### config.mk
export PLATFORM = sky130hd
export DESIGN_NAME = phase_freq_detector_flat
export DESIGN_NICKNAME = d
export VERILOG_FILES = /design/src/rtl/pfd_pkg.sv /design/src/rtl/phase_freq_detector_if.sv /design/src/rtl/phase_freq_detector_sync_edge_detect.sv /design/src/rtl/phase_freq_detector.sv /design/src/flat_wrapper.sv
export SDC_FILE = /design/constraint.sdc
export NUM_CORES = 1
export LEC_CHECK = 0
export BUFFER_PORTS_ARGS = -buffer_cell sky130_fd_sc_hd__buf_2
export CAP_MARGIN = 0
export CORE_MARGIN = 2
export CORE_UTILIZATION = 63
export DETAILED_ROUTE_END_ITERATION = 12
export HOLD_SLACK_MARGIN = 0.12
export PLACE_DENSITY = 0.91
export SYNTH_ARGS = -nofsm -noshare
export SYNTH_HDL_FRONTEND = slang
export SYNTH_SLANG_ARGS = --single-unit
### constraint.sdc
create_clock -name clk -period 3.18 [get_ports clk]
set_clock_uncertainty 0.15 [all_clocks]
set_input_delay 0.795 -clock clk [delete_from_list [all_inputs] [get_ports clk]]
set_output_delay 0.795 -clock clk [all_outputs]
set_load 0.01 [all_outputs]
### src/rtl/pfd_pkg.sv
// Shared types and constants for the phase-frequency detector.
package pfd_pkg;

    typedef enum logic [1:0] {
        PFD_IDLE = 2'd0,
        PFD_UP   = 2'd1,
        PFD_DOWN = 2'd2
    } pfd_state_t;

    localparam int PFD_SYNC_STAGES  = 2;
    // clk edges from the first edge sampling an input high to up/down rising
    localparam int PFD_EDGE_LATENCY = 3;

endpackage

### src/rtl/phase_freq_detector_if.sv
// Detector bus: enable and the two async clocks in, loop-filter drive and status out.
interface phase_freq_detector_if #(
    parameter int WIDTH_W = 8
);
    logic                     enable;
    logic                     ref_in;
    logic                     fb_in;
    logic                     up;
    logic                     down;
    logic signed [WIDTH_W:0]  phase_err;
    logic                     phase_err_valid;
    logic                     cycle_slip;
    logic                     lock;

    modport master (
        output enable, ref_in, fb_in,
        input  up, down, phase_err, phase_err_valid, cycle_slip, lock
    );

    modport slave (
        input  enable, ref_in, fb_in,
        output up, down, phase_err, phase_err_valid, cycle_slip, lock
    );
endinterface

### src/rtl/phase_freq_detector_sync_edge_detect.sv
// Synchronizer chain plus rising-edge pulse; both detector inputs use one copy each so
// their relative timing is preserved.
module sync_edge_detect
    import pfd_pkg::*;
(
    input  logic clk,
    input  logic rst_n,
    input  logic async_in,
    output logic edge_pulse
);
    localparam int LAST = PFD_SYNC_STAGES - 1;

    logic [LAST:0] sync_q, sync_d;
    logic [LAST:0] fill_q, fill_d;
    logic          dly_q, dly_d;
    logic          armed_q, armed_d;

    // fill_q tracks when the chain holds real samples, so the reset-value zeros
    // cannot arm the detector for an input that was high through reset
    always_comb begin
        sync_d    = sync_q;
        fill_d    = fill_q;
        sync_d[0] = async_in;
        fill_d[0] = 1'b1;
        for (int i = 1; i <= LAST; i++) begin
            sync_d[i] = sync_q[i-1];
            fill_d[i] = fill_q[i-1];
        end
        dly_d   = sync_q[LAST];
        armed_d = armed_q | (fill_q[LAST] & ~sync_q[LAST]);
    end

    assign edge_pulse = sync_q[LAST] & ~dly_q & armed_q;

    always_ff @(posedge clk or negedge rst_n) begin
        if (!rst_n) begin
            sync_q  <= '0;
            fill_q  <= '0;
            dly_q   <= 1'b0;
            armed_q <= 1'b0;
        end else begin
            sync_q  <= sync_d;
            fill_q  <= fill_d;
            dly_q   <= dly_d;
            armed_q <= armed_d;
        end
    end
endmodule

### src/rtl/phase_freq_detector.sv
// Tri-state phase-frequency detector with signed per-interval phase error,
// cycle-slip pulse and lock qualification.
module phase_freq_detector
    import pfd_pkg::*;
#(
    parameter int WIDTH_W  = 8,
    parameter int LOCK_TOL = 2,
    parameter int LOCK_CNT = 16
) (
    input  logic                 clk,
    input  logic                 rst_n,
    phase_freq_detector_if.slave bus
);
    localparam int GOOD_W = $clog2(LOCK_CNT + 1);

    logic                    ref_edge, fb_edge;
    pfd_state_t              state_q, state_d;
    logic [WIDTH_W-1:0]      width_q, width_d, width_inc, close_mag;
    logic signed [WIDTH_W:0] err_q, err_d;
    logic                    valid_q, valid_d;
    logic                    slip_q, slip_d;
    logic                    lock_q, lock_d;
    logic [GOOD_W-1:0]       good_q, good_d;

    sync_edge_detect u_ref_sync (
        .clk        (clk),
        .rst_n      (rst_n),
        .async_in   (bus.ref_in),
        .edge_pulse (ref_edge)
    );

    sync_edge_detect u_fb_sync (
        .clk        (clk),
        .rst_n      (rst_n),
        .async_in   (bus.fb_in),
        .edge_pulse (fb_edge)
    );

    always_comb begin
        state_d   = state_q;
        width_d   = width_q;
        err_d     = err_q;
        valid_d   = 1'b0;
        slip_d    = 1'b0;
        good_d    = good_q;
        lock_d    = lock_q;
        close_mag = '0;
        width_inc = (&width_q) ? width_q : width_q + 1'b1;

        if (!bus.enable) begin
            // abort silently: no valid pulse, phase_err keeps its last value
            state_d = PFD_IDLE;
            width_d = '0;
            good_d  = '0;
            lock_d  = 1'b0;
        end else begin
            unique case (state_q)
                PFD_IDLE: begin
                    if (ref_edge && fb_edge) begin
                        valid_d = 1'b1;
                        err_d   = '0;
                    end else if (ref_edge) begin
                        state_d = PFD_UP;
                        width_d = WIDTH_W'(1);
                    end else if (fb_edge) begin
                        state_d = PFD_DOWN;
                        width_d = WIDTH_W'(1);
                    end
                end
                PFD_UP: begin
                    if (fb_edge) begin
                        valid_d   = 1'b1;
                        close_mag = width_q;
                        err_d     = $signed({1'b0, width_q});
                        if (ref_edge) begin
                            width_d = WIDTH_W'(1);
                        end else begin
                            state_d = PFD_IDLE;
                            width_d = '0;
                        end
                    end else begin
                        width_d = width_inc;
                        slip_d  = ref_edge;
                    end
                end
                PFD_DOWN: begin
                    if (ref_edge) begin
                        valid_d   = 1'b1;
                        close_mag = width_q;
                        err_d     = -$signed({1'b0, width_q});
                        if (fb_edge) begin
                            width_d = WIDTH_W'(1);
                        end else begin
                            state_d = PFD_IDLE;
                            width_d = '0;
                        end
                    end else begin
                        width_d = width_inc;
                        slip_d  = fb_edge;
                    end
                end
                default: begin
                    state_d = PFD_IDLE;
                    width_d = '0;
                end
            endcase

            if (slip_d) begin
                good_d = '0;
                lock_d = 1'b0;
            end else if (valid_d) begin
                if (int'(close_mag) <= LOCK_TOL) begin
                    if (int'(good_q) < LOCK_CNT) good_d = good_q + 1'b1;
                    if (int'(good_d) == LOCK_CNT) lock_d = 1'b1;
                end else begin
                    good_d = '0;
                    lock_d = 1'b0;
                end
            end
        end
    end

    always_ff @(posedge clk or negedge rst_n) begin
        if (!rst_n) begin
            state_q <= PFD_IDLE;
            width_q <= '0;
            err_q   <= '0;
            valid_q <= 1'b0;
            slip_q  <= 1'b0;
            good_q  <= '0;
            lock_q  <= 1'b0;
        end else begin
            state_q <= state_d;
            width_q <= width_d;
            err_q   <= err_d;
            valid_q <= valid_d;
            slip_q  <= slip_d;
            good_q  <= good_d;
            lock_q  <= lock_d;
        end
    end

    assign bus.up              = (state_q == PFD_UP);
    assign bus.down            = (state_q == PFD_DOWN);
    assign bus.phase_err       = err_q;
    assign bus.phase_err_valid = valid_q;
    assign bus.cycle_slip      = slip_q;
    assign bus.lock            = lock_q;
endmodule

### src/flat_wrapper.sv
// flat-port wrapper written by rule: the top's interface ports become plain ports
module phase_freq_detector_flat import pfd_pkg::*;
#(
    parameter int WIDTH_W  = 8,
    parameter int LOCK_TOL = 2,
    parameter int LOCK_CNT = 16
)
  (clk, rst_n, bus_enable, bus_ref_in, bus_fb_in, bus_up, bus_down, bus_phase_err, bus_phase_err_valid, bus_cycle_slip, bus_lock);
  phase_freq_detector_if #(.WIDTH_W(WIDTH_W)) bus_i ();
  input  logic clk;
  input  logic rst_n;
  input wire logic [$bits(bus_i.enable)-1:0] bus_enable;
  input wire logic [$bits(bus_i.ref_in)-1:0] bus_ref_in;
  input wire logic [$bits(bus_i.fb_in)-1:0] bus_fb_in;
  output wire logic [$bits(bus_i.up)-1:0] bus_up;
  output wire logic [$bits(bus_i.down)-1:0] bus_down;
  output wire logic [$bits(bus_i.phase_err)-1:0] bus_phase_err;
  output wire logic [$bits(bus_i.phase_err_valid)-1:0] bus_phase_err_valid;
  output wire logic [$bits(bus_i.cycle_slip)-1:0] bus_cycle_slip;
  output wire logic [$bits(bus_i.lock)-1:0] bus_lock;
  assign bus_i.enable = bus_enable;
  assign bus_i.ref_in = bus_ref_in;
  assign bus_i.fb_in = bus_fb_in;
  assign bus_up = bus_i.up;
  assign bus_down = bus_i.down;
  assign bus_phase_err = bus_i.phase_err;
  assign bus_phase_err_valid = bus_i.phase_err_valid;
  assign bus_cycle_slip = bus_i.cycle_slip;
  assign bus_lock = bus_i.lock;
  phase_freq_detector #(.WIDTH_W(WIDTH_W), .LOCK_TOL(LOCK_TOL), .LOCK_CNT(LOCK_CNT)) u_core (.clk(clk), .rst_n(rst_n), .bus(bus_i));
endmodule
==> results.json <==
{
  "ant_nets": 0,
  "ys_seq_area_share_pct": 44.2,
  "rows": 20,
  "tritoncts": "built",
  "initial_core_util_pct": 67.6,
  "ctsHoldBuffers": 0,
  "core-area_um2": 3100,
  "cap_violations": 0,
  "final_cell_mix": "dfrtp_1 (37), nand2_1 (20), nor2_1 (18), buf_2 (18), nand3_1 (13)",
  "cp-start-kind": "register",
  "cts_root_buffer": "clkbuf_4",
  "ys_types": 49,
  "p_leak_uw": 0.00101,
  "slew_headroom_pct": 36.6,
  "viasPerCell": 6.51,
  "die_w_um": 61.7,
  "clk_path_buf_depth": 2,
  "critPathKind": "register to output pin",
  "insertion_delay_ns": 0.36,
  "finalCritPeriodShare_pct": 81.7,
  "numClockSinks": 37,
  "final_common_cell": "dfrtp_1",
  "rsz0062_at_grt": "false",
  "hp-class": "register to register",
  "drt-initial-drc-count": 246,
  "yosys.area.top_type": "dfrtp_1",
  "yosys_most_used_dff": "dfrtp_1",
  "timing.rr.start": "u_core.state_q[1]$_DFFE_PN0P_",
  "setup_ws_ns": 0.583,
  "grt_first_pass_wirelength_mm": 7.89,
  "drc_errors": 0,
  "fin_worst_hold_slack_ns": 0.215,
  "grt_pass1_vias": 1694,
  "hold_viol_final": 0,
  "synth_top_area_share_pct": 44.2,
  "synthArstFlopShare_pct": 100,
  "synth_cells": 229,
  "tightest_slew_ns": 0.943,
  "antenna_found_initial": 0,
  "maxSlewViolCount": 0,
  "setup_tns_ns": 0,
  "cts.clk_slew.worst_paths_ns": 0.12,
  "grt_max_degree": 38,
  "cts_resized": 0,
  "required_ns": 2.23,
  "wl_per_cell_um": 16.6,
  "hold_start": "u_core.u_ref_sync.fill_q[0]$_DFF_PN0_",
  "syn-cell-area_um2": 2100,
  "final_layout_size_suffix_gt1_share_pct": 13.6,
  "endpoint_kind": "output pin",
  "powerDensity_nw_per_um2": 534,
  "max_freq_ghz": 0.385,
  "gr-total-overflow": 0,
  "io_buffer_count": 18,
  "synth_nets": 241,
  "reg2reg_setup_slack_ns": 0.69,
  "synth_enable_flop_cells": 0,
  "arrival_ns": 1.65,
  "run_status": "complete, no violations",
  "die_area_um2": 3810,
  "post-route-min-period_ns": 2.60,
  "post-cts-setup-buffers": 0,
  "n_antenna_cell": 0,
  "routed_wl_mm": 4.76,
  "power_uw": 1220,
  "setup_viol": 0,
  "grt_usage_pct": 28.7,
  "ys_top_cells_by_area": "dfrtp_1 (44%), ha_1 (4.2%), nand2_1 (3.6%), nor2_1 (3.2%), nand3_1 (3.1%)",
  "nNetsFinal": 253,
  "ios": 19,
  "cts_buffers": 5,
  "drtPass1Iterations": 5,
  "syn2layout_area_growth_pct": 8.65,
  "die_h_um": 61.7,
  "dr_total_vias": 1861,
  "synth_seq_cells": 37,
  "hpwlAfterDp_mm": 3.12,
  "ir_drop_uv": 441,
  "syn_area_per_cell_um2": 9.16,
  "crit_fanout": 16,
  "pre_cts_ws_ns": 0.738,
  "startpoint": "u_core.state_q[1]$_DFFE_PN0P_",
  "gp_congestion": 0.827,
  "yosysWarnings": 0,
  "htree_levels": 2
}
[worst paths after layout]
path | to | cells after the start
max | bus_up | 3
min | u_core.u_fb_sync.fill_q[1]$_DFF_PN0_ | 0
min in group asynchronous | u_core.u_ref_sync.dly_q$_DFF_PN0_ | 1
max in group asynchronous | u_core.bus.phase_err[4]$_DFFE_PN0P_ | 1
max reg2reg | u_core.good_q[0]$_DFFE_PN0P_ | 6
min reg2reg | u_core.u_fb_sync.fill_q[1]$_DFF_PN0_ | 0
[synth_stat cells, types with 2 or more instances]
library cell  number
o211ai_1           3
a22oi_1            5
and3_1             2
or3_1              5
nand3_1           13
inv_1             10
nand2_1           20
ha_1               7
nand2b_1           2
a22o_1             4
nand4b_1           2
dfrtp_1           37
a31oi_1            5
nand4_1            4
mux2i_1            2
nand3b_1           3
a211oi_1           3
nor3_1             5
o31ai_1            2
clkbuf_1          13
a32oi_1            3
a21o_1             4
o21ai_0           10
a21oi_1           11
nor3b_1            2
and3b_1            2
and2_1             2
nor2_1            18
o21ai_1           10
[flip-flops by register name, summed over array words and instances, names as in the netlist]
name                        flops
u_core.u_ref_sync.fill_q        1
u_core.u_fb_sync.sync_q         2
u_core.good_q                   5
u_core.u_fb_sync.fill_q         1
u_core.bus.phase_err_valid      1
u_core.u_fb_sync.dly_q          1
u_core.state_q                  2
u_core.u_ref_sync.dly_q         1
u_core.u_ref_sync.sync_q        2
u_core.bus.phase_err            9
u_core.u_fb_sync.armed_q        1
u_core.u_ref_sync.armed_q       1
u_core.bus.cycle_slip           1
u_core.bus.lock                 1
u_core.width_q                  8
[where the power goes]
part           switching (uW)  total (uW)  internal (uW)  leakage, uW
Sequential               36.6         538            502     0.000484
Clock                     171         358            187    0.0000445
Combinational             203         320            117     0.000479
Total                     411        1220            805      0.00101
[logic make-up after synthesis]
group	count (synthesis)	share of synthesized area [%]
xor+xnor	1	0.418
flops	37	44.2
fa+ha+maj	7	4.18
buf+inv	24	4.65
simple gates	87	21.8
compound gates	69	23.2
other cells	1	0.179
mux	3	1.49
[per-stage QoR]
stage | utilization [%] | cells | area [um^2]
after floorplan | - | 229 | 2100
after global routing | 73.4 | 286 | 2280
after global placement | 70.6 | 278 | 2190
after detailed placement | 70.6 | 278 | 2190
final | 73.4 | 286 | 2280
after CTS | 73.4 | 286 | 2280
[worst max-delay path, stage by stage, from the launching register on]
cell and delay, ns:
dfrtp_1 0.42, inv_1 0.11, ha_1 0.53, buf_2 0.24
[metal layers]
layer,part of all wire (%),track usage [%],up-vias
met5,0,0,-
met4,2.9,14.3,0
met3,5.9,7.45,18
met2,49,45.0,81
met1,42,37.0,889
li1,-,-,873
[final cells by class]
| class | instances | area [um^2] |
|---|---|---|
| fillers | 245 | 825 |
| inverters | 10 | 37.5 |
| repair buffers | 19 | 97.6 |
| clock inverters | 2 | 37.5 |
| clock buffers | 6 | 51.3 |
| flip-flops and latches | 37 | 926 |
| multi-input cells | 168 | 1070 |
| well taps | 44 | 55.1 |
(Power assumes the default switching activity.)
